**src/rtl/serial_mag_comp.sv**
```systemverilog
// Serial magnitude comparator: folds MSB-first 1-bit compare results into a WIDTH-bit verdict.
// Optional result statistics are enabled by defining COMP_STATS_EN.
module serial_mag_comp #(
  parameter int WIDTH = 8
) (
  input  logic        clk,
  input  logic        rst_n,
  input  logic        start,
  input  logic        bit_vld,
  input  logic        yeq,
  input  logic        yle,
  input  logic        ygt,
  output logic        busy,
  output logic        done,
  output logic        res_eq,
  output logic        res_lt,
  output logic        res_gt,
  output logic        err,
  output logic [15:0] cnt_eq,
  output logic [15:0] cnt_lt,
  output logic [15:0] cnt_gt
);

  localparam int CW = $clog2(WIDTH + 1);

  typedef enum logic [1:0] {IDLE, SCAN, DONE} state_t;

  state_t        state_reg;
  logic [CW-1:0] bit_cnt_reg;
  logic          decided_reg;
  logic          busy_reg;
  logic          done_reg;
  logic          res_eq_reg;
  logic          res_lt_reg;
  logic          res_gt_reg;
  logic          err_reg;

  logic [2:0] pair;
  logic       one_hot;
  logic       decide_now;
  logic       last_bit;

  assign pair       = {yeq, yle, ygt};
  assign one_hot    = (pair == 3'b100) || (pair == 3'b010) || (pair == 3'b001);
  // A malformed pair counts as equal, so it can never decide the result.
  assign decide_now = one_hot && !yeq;
  assign last_bit   = (bit_cnt_reg == CW'(WIDTH - 1));

  always_ff @(posedge clk) begin
    if (!rst_n) begin
      state_reg   <= IDLE;
      bit_cnt_reg <= '0;
      decided_reg <= 1'b0;
      busy_reg    <= 1'b0;
      done_reg    <= 1'b0;
      res_eq_reg  <= 1'b0;
      res_lt_reg  <= 1'b0;
      res_gt_reg  <= 1'b0;
      err_reg     <= 1'b0;
    end else begin
      done_reg <= 1'b0;
      case (state_reg)
        IDLE, DONE: begin
          if (start) begin
            state_reg   <= SCAN;
            busy_reg    <= 1'b1;
            bit_cnt_reg <= '0;
            decided_reg <= 1'b0;
            err_reg     <= 1'b0;
            res_eq_reg  <= 1'b0;
            res_lt_reg  <= 1'b0;
            res_gt_reg  <= 1'b0;
          end else begin
            state_reg <= IDLE;
          end
        end
        SCAN: begin
          if (bit_vld) begin
            bit_cnt_reg <= bit_cnt_reg + CW'(1);
            if (!one_hot) begin
              err_reg <= 1'b1;
            end
            if (!decided_reg && decide_now) begin
              decided_reg <= 1'b1;
              res_gt_reg  <= ygt;
              res_lt_reg  <= yle;
            end
            if (last_bit) begin
              state_reg <= DONE;
              busy_reg  <= 1'b0;
              done_reg  <= 1'b1;
              if (!decided_reg && !decide_now) begin
                res_eq_reg <= 1'b1;
              end
            end
          end
        end
        default: begin
          state_reg <= IDLE;
          busy_reg  <= 1'b0;
        end
      endcase
    end
  end

  assign busy   = busy_reg;
  assign done   = done_reg;
  assign res_eq = res_eq_reg;
  assign res_lt = res_lt_reg;
  assign res_gt = res_gt_reg;
  assign err    = err_reg;

`ifdef COMP_STATS_EN
  logic [2:0]       hit;
  logic [2:0][15:0] cnt_bus;

  // Index 0/1/2 = eq/lt/gt; counted while the finished result sits in DONE.
  assign hit = {res_gt_reg, res_lt_reg, res_eq_reg};

  generate
    for (genvar gi = 0; gi < 3; gi++) begin : g_stat
      logic [15:0] cnt_reg;
      always_ff @(posedge clk) begin
        if (!rst_n) begin
          cnt_reg <= '0;
        end else if (state_reg == DONE && hit[gi] && cnt_reg != 16'hFFFF) begin
          cnt_reg <= cnt_reg + 16'd1;
        end
      end
      assign cnt_bus[gi] = cnt_reg;
    end
  endgenerate

  assign cnt_eq = cnt_bus[0];
  assign cnt_lt = cnt_bus[1];
  assign cnt_gt = cnt_bus[2];
`else
  assign cnt_eq = '0;
  assign cnt_lt = '0;
  assign cnt_gt = '0;
`endif

endmodule

```
**config.mk**
```make
export PLATFORM = sky130hd
export DESIGN_NAME = serial_mag_comp
export DESIGN_NICKNAME = d
export VERILOG_FILES = /design/src/rtl/serial_mag_comp.sv
export SDC_FILE = /design/constraint.sdc
export NUM_CORES = 1
export LEC_CHECK = 0
export CAP_MARGIN = 20
export CORE_UTILIZATION = 36
export CTS_BUF_LIST = sky130_fd_sc_hd__clkbuf_16
export CTS_CLUSTER_DIAMETER = 80
export DETAILED_ROUTE_END_ITERATION = 16
export GPL_ROUTABILITY_DRIVEN = 0
export PLACE_DENSITY_LB_ADDON = 0.1
export SETUP_SLACK_MARGIN = 0.3
export SLEW_MARGIN = 30
export SYNTH_ARGS = -nofsm -noshare
export SYNTH_HDL_FRONTEND = slang
export SYNTH_SLANG_ARGS = --single-unit
```
**constraint.sdc**
```tcl
create_clock -name clk -period 1.25 [get_ports clk]
set_input_delay 0.125 -clock clk [delete_from_list [all_inputs] [get_ports clk]]
set_output_delay 0.125 -clock clk [all_outputs]
set_load 0.03 [all_outputs]
```
Word level (Yosys, flattened, before mapping). Cells that the tools add are included.

Reduce and logical (&&, ||, !) cells: 18. $mul: 0. Shift-type cells: 0. Div/mod/pow operators: 0. Magnitude comparators: 0. Muxes and demuxes: 29. Bitwise operators: 0. Equality and inequality tests: 12. $add $sub $neg: 1.

Operators by type and width (number): $mux 1 (17); $ne 2x2->1 const B (6); $pmux 1 s2 (6); $reduce_and 3->1 (3); $mux 4 (2); $pmux 4 s2 (1); $reduce_and 4->1 (2); $reduce_and 5->1 (1); $add 4x1->4 const B (1); $eq 4x3->1 const B (1); $mux 2 (2); $pmux 2 s2 (1); $eq 3x1->1 const B (1); $eq 3x2->1 const B (1); $eq 3x3->1 const B (1); $logic_and 1x1->1 (3); $logic_not 1->1 (3); $eq 2x1->1 const B (1); $eq 2x2->1 const B (1); $logic_not 2->1 (1); $logic_or 1x1->1 (2); $reduce_and 2->1 (1); $reduce_bool 2->1 (1); $reduce_or 2->1 (1).

Memory bits (writable): 0. Latch bits: 0. Memory bits (read-only): 0. Memories kept: 0. Bits in registers: 13. Logic and storage cells: 69. Input bits: 7. Output and inout port bits: 54.

Logic depth before layout (Yosys ltp). Gate-level depths: netlist of the first run.

Depth after elaboration: 10. Gate-level depth with buffers: 4. Depth with buffers taken out: 4.

Worst setup path before layout of the first run. No wires, ideal clock.

Path type: register -> register. Start: register state_reg[0]. End: register bit_cnt_reg[3]. Clock period less this slack: 1.026 ns. Data required time: 1.180 ns. Arrival: 0.956 ns. Setup time: 0.070 ns. Path buffers: 0. Setup slack: 0.224 ns. Stages on the path, launching flop included: 4. Cells stage by stage: dfxtp_1 nand3b_4 or3_1 a21oi_1.

Longest elaborated chain between the ends: 4. Elaborated cells on any way between the ends: 9. Those cells by class: eq/ne: 4; mux: 1; reduce/logical: 4.

RTL lines: from (decl) (RTL line 28) `state_t state_reg;`; from (signal assigned) (RTL line 51) `state_reg <= IDLE;`; from (signal assigned) (RTL line 65) `state_reg <= SCAN;`; from (signal assigned) (RTL line 74) `state_reg <= IDLE;`; $eq 2x2->1 / $logic_not 2->1 (equally long branches) (RTL line 62) `case (state_reg)`; $reduce_or 2->1 (RTL line 62); $ne 2x2->1 (no source line) / $reduce_bool 2->1 (equally long branches); $reduce_and 3->1 (no source line); to (signal assigned) (RTL line 79) `bit_cnt_reg <= bit_cnt_reg + CW'(1);`; to (decl) (RTL line 29) `logic [CW-1:0] bit_cnt_reg;`.

Several ways; a longest one is shown, not always the timed one. A chain may end at the register's enable or synchronous reset.

Final worst setup path of the first run.
Start: register state_reg[1]. End: register bit_cnt_reg[0].

The elaborated chain is that of the path after synthesis.

==> results of run 1 <==
layout make-up:
class                   count  area share, %
repair buffers             22           16.0
well taps                  30           3.37
clock buffers               3           6.73
flip-flops and latches     13           24.6
multi-input cells          92           48.8
clock inverters             1          0.449
metrics by stage:
| stage | std cells | hold WS, ns | setup slack [ns] | instance area, sq um | util (%) |
|---|---|---|---|---|---|
| 5_1_grt | 161 | 0.291 | 0.112 | 1110 | 45.4 |
| 3_3_place_gp | 153 | 0.459 | -0.0920 | 961 | 39.1 |
| 3_5_place_dp | 153 | 0.469 | -0.153 | 961 | 39.1 |
| 6_report | 161 | 0.268 | 0.150 | 1110 | 45.4 |
| 2_1_floorplan | 155 | 0.276 | 0.293 | 1130 | - |
| 4_1_cts | 160 | 0.441 | 0.114 | 1070 | 43.5 |
cells in the mapped netlist:
library cell  instances  share of area [%]
nor2_1                4                1.6
conb_1                1               0.40
o21bai_1              1               0.80
buf_2                 1               0.53
buf_4                48                 39
clkbuf_1              1               0.40
o21ai_0               2                1.1
nand2_1               4                1.6
ha_1                  1                1.3
nand3b_4              1                2.1
nand3_1               9                4.8
xor2_1                2                1.9
nor4_2                1                1.3
dfxtp_1              13                 28
a21boi_0              2                1.6
o31ai_1               1               0.80
and2b_1               1               0.80
nor3b_1               1               0.80
mux2i_1               2                2.1
a21boi_1              2                1.6
nand2b_1              1               0.67
or3_1                 2                1.3
xnor2_1               1               0.94
o2111ai_1             1               0.94
nand4b_1              2                1.9
nand3b_1              2                1.6
a21oi_1               1               0.53
layer usage:
metal  vias up  global-route usage (%)  part of all wire (%)
li1        310                       -                     -
met1       279                    12.5                    42
met2        28                    16.9                    50
met3         2                    5.17                   7.5
met4         0                    2.63                  0.78
met5         -                       0                     0
cells by family after synthesis:
logic type / after synthesis
buf+inv: 50
simple gates: 28
flops: 13
compound gates: 10
xor+xnor: 3
mux: 2
fa+ha+maj: 1
other cells: 1
power breakdown:
| part | internal, mW | switching [mW] |
|---|---|---|
| clock | 0.426 | 0.179 |
| combinational | 0.0716 | 0.262 |
| sequential | 0.423 | 0.0112 |
what timing repair did:
action / CTS / global route
resized for setup: 42 / 14
setup buffers: 3 / 1
setup endpoints to repair: 19 / 14
pin swaps: 5 / 14
hold buffers: 0 / 0
critical path, cell delays in order, from the launching register on:
cell and delay, ns:
dfxtp_2 0.32, nand3b_4 0.19, buf_6 0.14, buf_6 0.11, xor2_1 0.15, nor2_1 0.11
worst max-delay path by stage:
| stage | startpoint | end | slack [ns] | cells past startpoint |
|---|---|---|---|---|
| after floorplan | state_reg[1] | bit_cnt_reg[3] | 0.29 | 3 |
| after global routing | state_reg[1] | state_reg[0] | 0.11 | 5 |
| final | state_reg[1] | bit_cnt_reg[0] | 0.15 | 5 |
| after CTS | state_reg[1] | res_lt | 0.11 | 3 |
| after detailed placement | ygt | res_lt | -0.15 | 4 |
| after global placement | yle | res_eq | -0.09 | 4 |
==> out/metrics.yaml, run 1 <==
status: "complete, no violations"
num_io_pins: 61
reg2reg_to: "bit_cnt_reg[0]"
fillers: 249
drive_gt1_share_pct: 28.2
path_clk_slew_ns: 0.05
wl_per_cell_um: 9.59
vias_per_cell: 3.84
largest_reg_flops: 4
grt_max_degree: 10
start_util_pct: 38.1
ys_seq_area_share_pct: 27.8
final_cell_mix: "conb_1 (48), nand3_1 (9), dfxtp_1 (8)"
syn_area_per_cell_sq_um: 8.65
setup_tns_ns: 0
floorplan.core_area_sq_mm: 0.00245
finalSetupViolCount: 0
netlist_area_sq_um: 935
nNetsFinal: 140
timing.reg2reg.setup_slack_ns: 0.15
hold_end: "bit_cnt_reg[2]"
startpoint_type: "register"
antenna_found_initial: 0
die_h_um: 53.0
maxSlewViolCount: 0
reg2reg_from: "state_reg[1]"
max_freq_mhz: 909
vias: 619
crit_fanout: 5
crit_required_ns: 1.42
drc: 0
clock_latency_ns: 0.24
min_from: "rst_n"
drt-initial-drc-count: 1
synthAdderAreaFrac_pct: 1.34
row_count: 18
synth_compound_area_share_pct: 7.36
worstPathArrival_ns: 1.26
htree_levels: 1
cts_tree: "built"
grt_usage_pct: 10.6
synthMuxAreaShare_pct: 2.14
io_buffers: 12
post_synth_xor_area_fraction_pct: 2.81
r2r_cells: 5
die_w_um: 53.0
criticalPathCategory: "reg -> reg"
grt_overflow_total: 0
final_common_cell: "conb_1"
holdPathStages: 3
drv_cap: 0
fin_crit_ns: 1.10
p_per_area_mw_per_mm2: 1230
antennaDiodeCount: 0
netlist_instances: 108
firstDrtPassIters: 3
cts.sinks: 13
hold_violations: 0
synth_top_family_by_area: "buffers and inverters"
synthDistinctLibCells: 27
vdd_ir_drop_max_v: 0.000886
grt_pass1_wl_um: 2100
leakage_nw: 0.533
grt_pass1_vias: 464
yosysWarningCount: 0
clock-root-buffer: "clkbuf_16"
die-area_sq_mm: 0.00280
postRouteWirelength_um: 1540
seqCellArea_sq_um: 274
synth_simple_gate_area_share_pct: 18.6
area_delta_synth_final_pct: 19.3
dp_hpwl_um: 1130
endpoint_kind: "register"
hold_class: "in -> reg"
multi_input_area_sq_um: 544
power.total_mw: 1.37
cts_buffer_depth: 2
numCtsBuffers: 3
ys_seq_elements: 13
rsz0062_at_grt: "true"
antenna_left: 0
skew_ns: 0.00132
fin_crit_sh_pct: 88.0
No activity file was read; power rests on OpenSTA's default activity.
==> inputs of run 2 (changes only) <==
Settings changed: CAP_MARGIN 20 to 10, CORE_UTILIZATION 36 to 38, SLEW_MARGIN 30 to 10.
Clock period 1.25 ns to 1.4 ns, I/O delays scaled along.
==> out/metrics.yaml, run 2 (synthesis gave the netlist of run 1 again) <==
status: "complete, no violations"
path_delay_family: "buffers and inverters"
path_clk_slew_ns: 0.05
io_buffers: 12
p_per_area_mw_per_mm2: 1150
area_delta_synth_final_pct: 11.6
stdcell_count: 156
startpoint_type: "register"
max_freq_mhz: 941
fin_crit_sh_pct: 75.9
cpPeakStageDelay_ns: 0.39
cts_buffer_depth: 2
stdcell_area_sq_mm: 0.00104
num_io_pins: 61
floorplan.core_area_sq_mm: 0.00225
criticalPathCategory: "reg -> out"
endpoint_kind: "output pin"
crit_fanout: 1
postRouteWirelength_um: 1480
start_util_pct: 41.5
crit_chain: "dlygate4sd2_1"
drt-initial-drc-count: 5
largest_reg_flops: 4
leakage_nw: 0.510
numCtsBuffers: 3
firstDrtPassIters: 4
grt_pass1_vias: 562
grt_pass1_wl_um: 2390
row_count: 17
cp-startpoint: "done"
worstPathArrival_ns: 0.92
final_cell_mix: "conb_1 (48), nand3_1 (9), dfxtp_1 (9)"
die_h_um: 51.6
crit_required_ns: 1.26
finish.utilization_pct: 46.3
maxSlewViolCount: 0
vias_per_cell: 4.08
die-area_sq_mm: 0.00266
reg2reg_from: "state_reg[1]"
fillers: 242
final_common_cell: "conb_1"
grt_max_degree: 10
hold_class: "in -> reg"
drv_cap: 0
dp_hpwl_um: 1100
antennaDiodeCount: 0
vdd_ir_drop_max_v: 0.00105
rsz0062_at_grt: "true"
slowest_stage: "dlygate4sd2_1"
dp.cells: 151
clock-root-buffer: "clkbuf_16"
fin_hold_ws_ns: 0.319
min_from: "yeq"
cts_tree: "built"
power.total_mw: 1.20
drc: 0
clock_latency_ns: 0.24
finalSetupViolCount: 0
critPathBufInv: 1
die_w_um: 51.6
grt_overflow_total: 0
cts.sinks: 13
vias: 637
skew_ns: 0.00220
wl_per_cell_um: 9.48
htree_levels: 1
drive_gt1_share_pct: 18.8
fin_crit_ns: 1.06
hold_violations: 0
placed_cell_area_sq_um: 942
antenna_found_initial: 0
grt_usage_pct: 12.7
antenna_left: 0
nNetsFinal: 137
[run 2: cell types whose count changed in the layout (fill, tap and decap cells not counted), moves of 3 or more]
cell	change
buf_2	-5
buf_6	-4
clkbuf_2	+4
nand2_1	+3
[run 2: cell type report]
class,count,area [sq um],share of cell area [%]
clock buffers,3,75.1,7.19
clock inverters,1,3.75,0.360
multi-input cells,92,513,49.2
flip-flops and latches,13,268,25.7
well taps,28,35.0,3.36
repair buffers,19,149,14.3
[run 2: path summary, 6_finish.rpt]
path	endpoint	slack, ns	cells past startpoint
setup reg to reg	bit_cnt_reg[3]	0.35	3
hold reg to reg	res_eq	0.47	2
hold / removal	decided_reg	0.32	3
setup / recovery	done	0.34	1
[run 2: power by group]
group | leakage (nW) | switching, mW | internal [mW] | total [mW]
sequential | 0.108 | 0.00976 | 0.381 | 0.390
clock | 0.0423 | 0.162 | 0.377 | 0.540
combinational | 0.360 | 0.223 | 0.0469 | 0.270
total | 0.510 | 0.395 | 0.805 | 1.20
[run 2: through the flow]
step | TNS, ns | setup WS (ns)
after floorplan | 0 | 0.374
after global placement | -0.00341 | -0.00212
after detailed placement | -0.171 | -0.0940
after CTS | 0 | 0.269
after global routing | 0 | 0.290
final | 0 | 0.337
[run 2: layer usage]
layer	GRT usage (%)	routed length, um	share of wire [%]	vias to the layer above
li1	-	-	-	305
met1	13.0	596	40	292
met2	21.2	729	49	36
met3	5.85	118	8.0	4
met4	7.21	34	2.3	0
met5	0	0	0	-
[run 2: timing repair]
action / CTS / global route
hold buffers: 0 / 0
buffers inserted: 1 / 0
resized for setup: 14 / 16
pin swaps: 1 / 5
setup endpoints to repair: 10 / 17
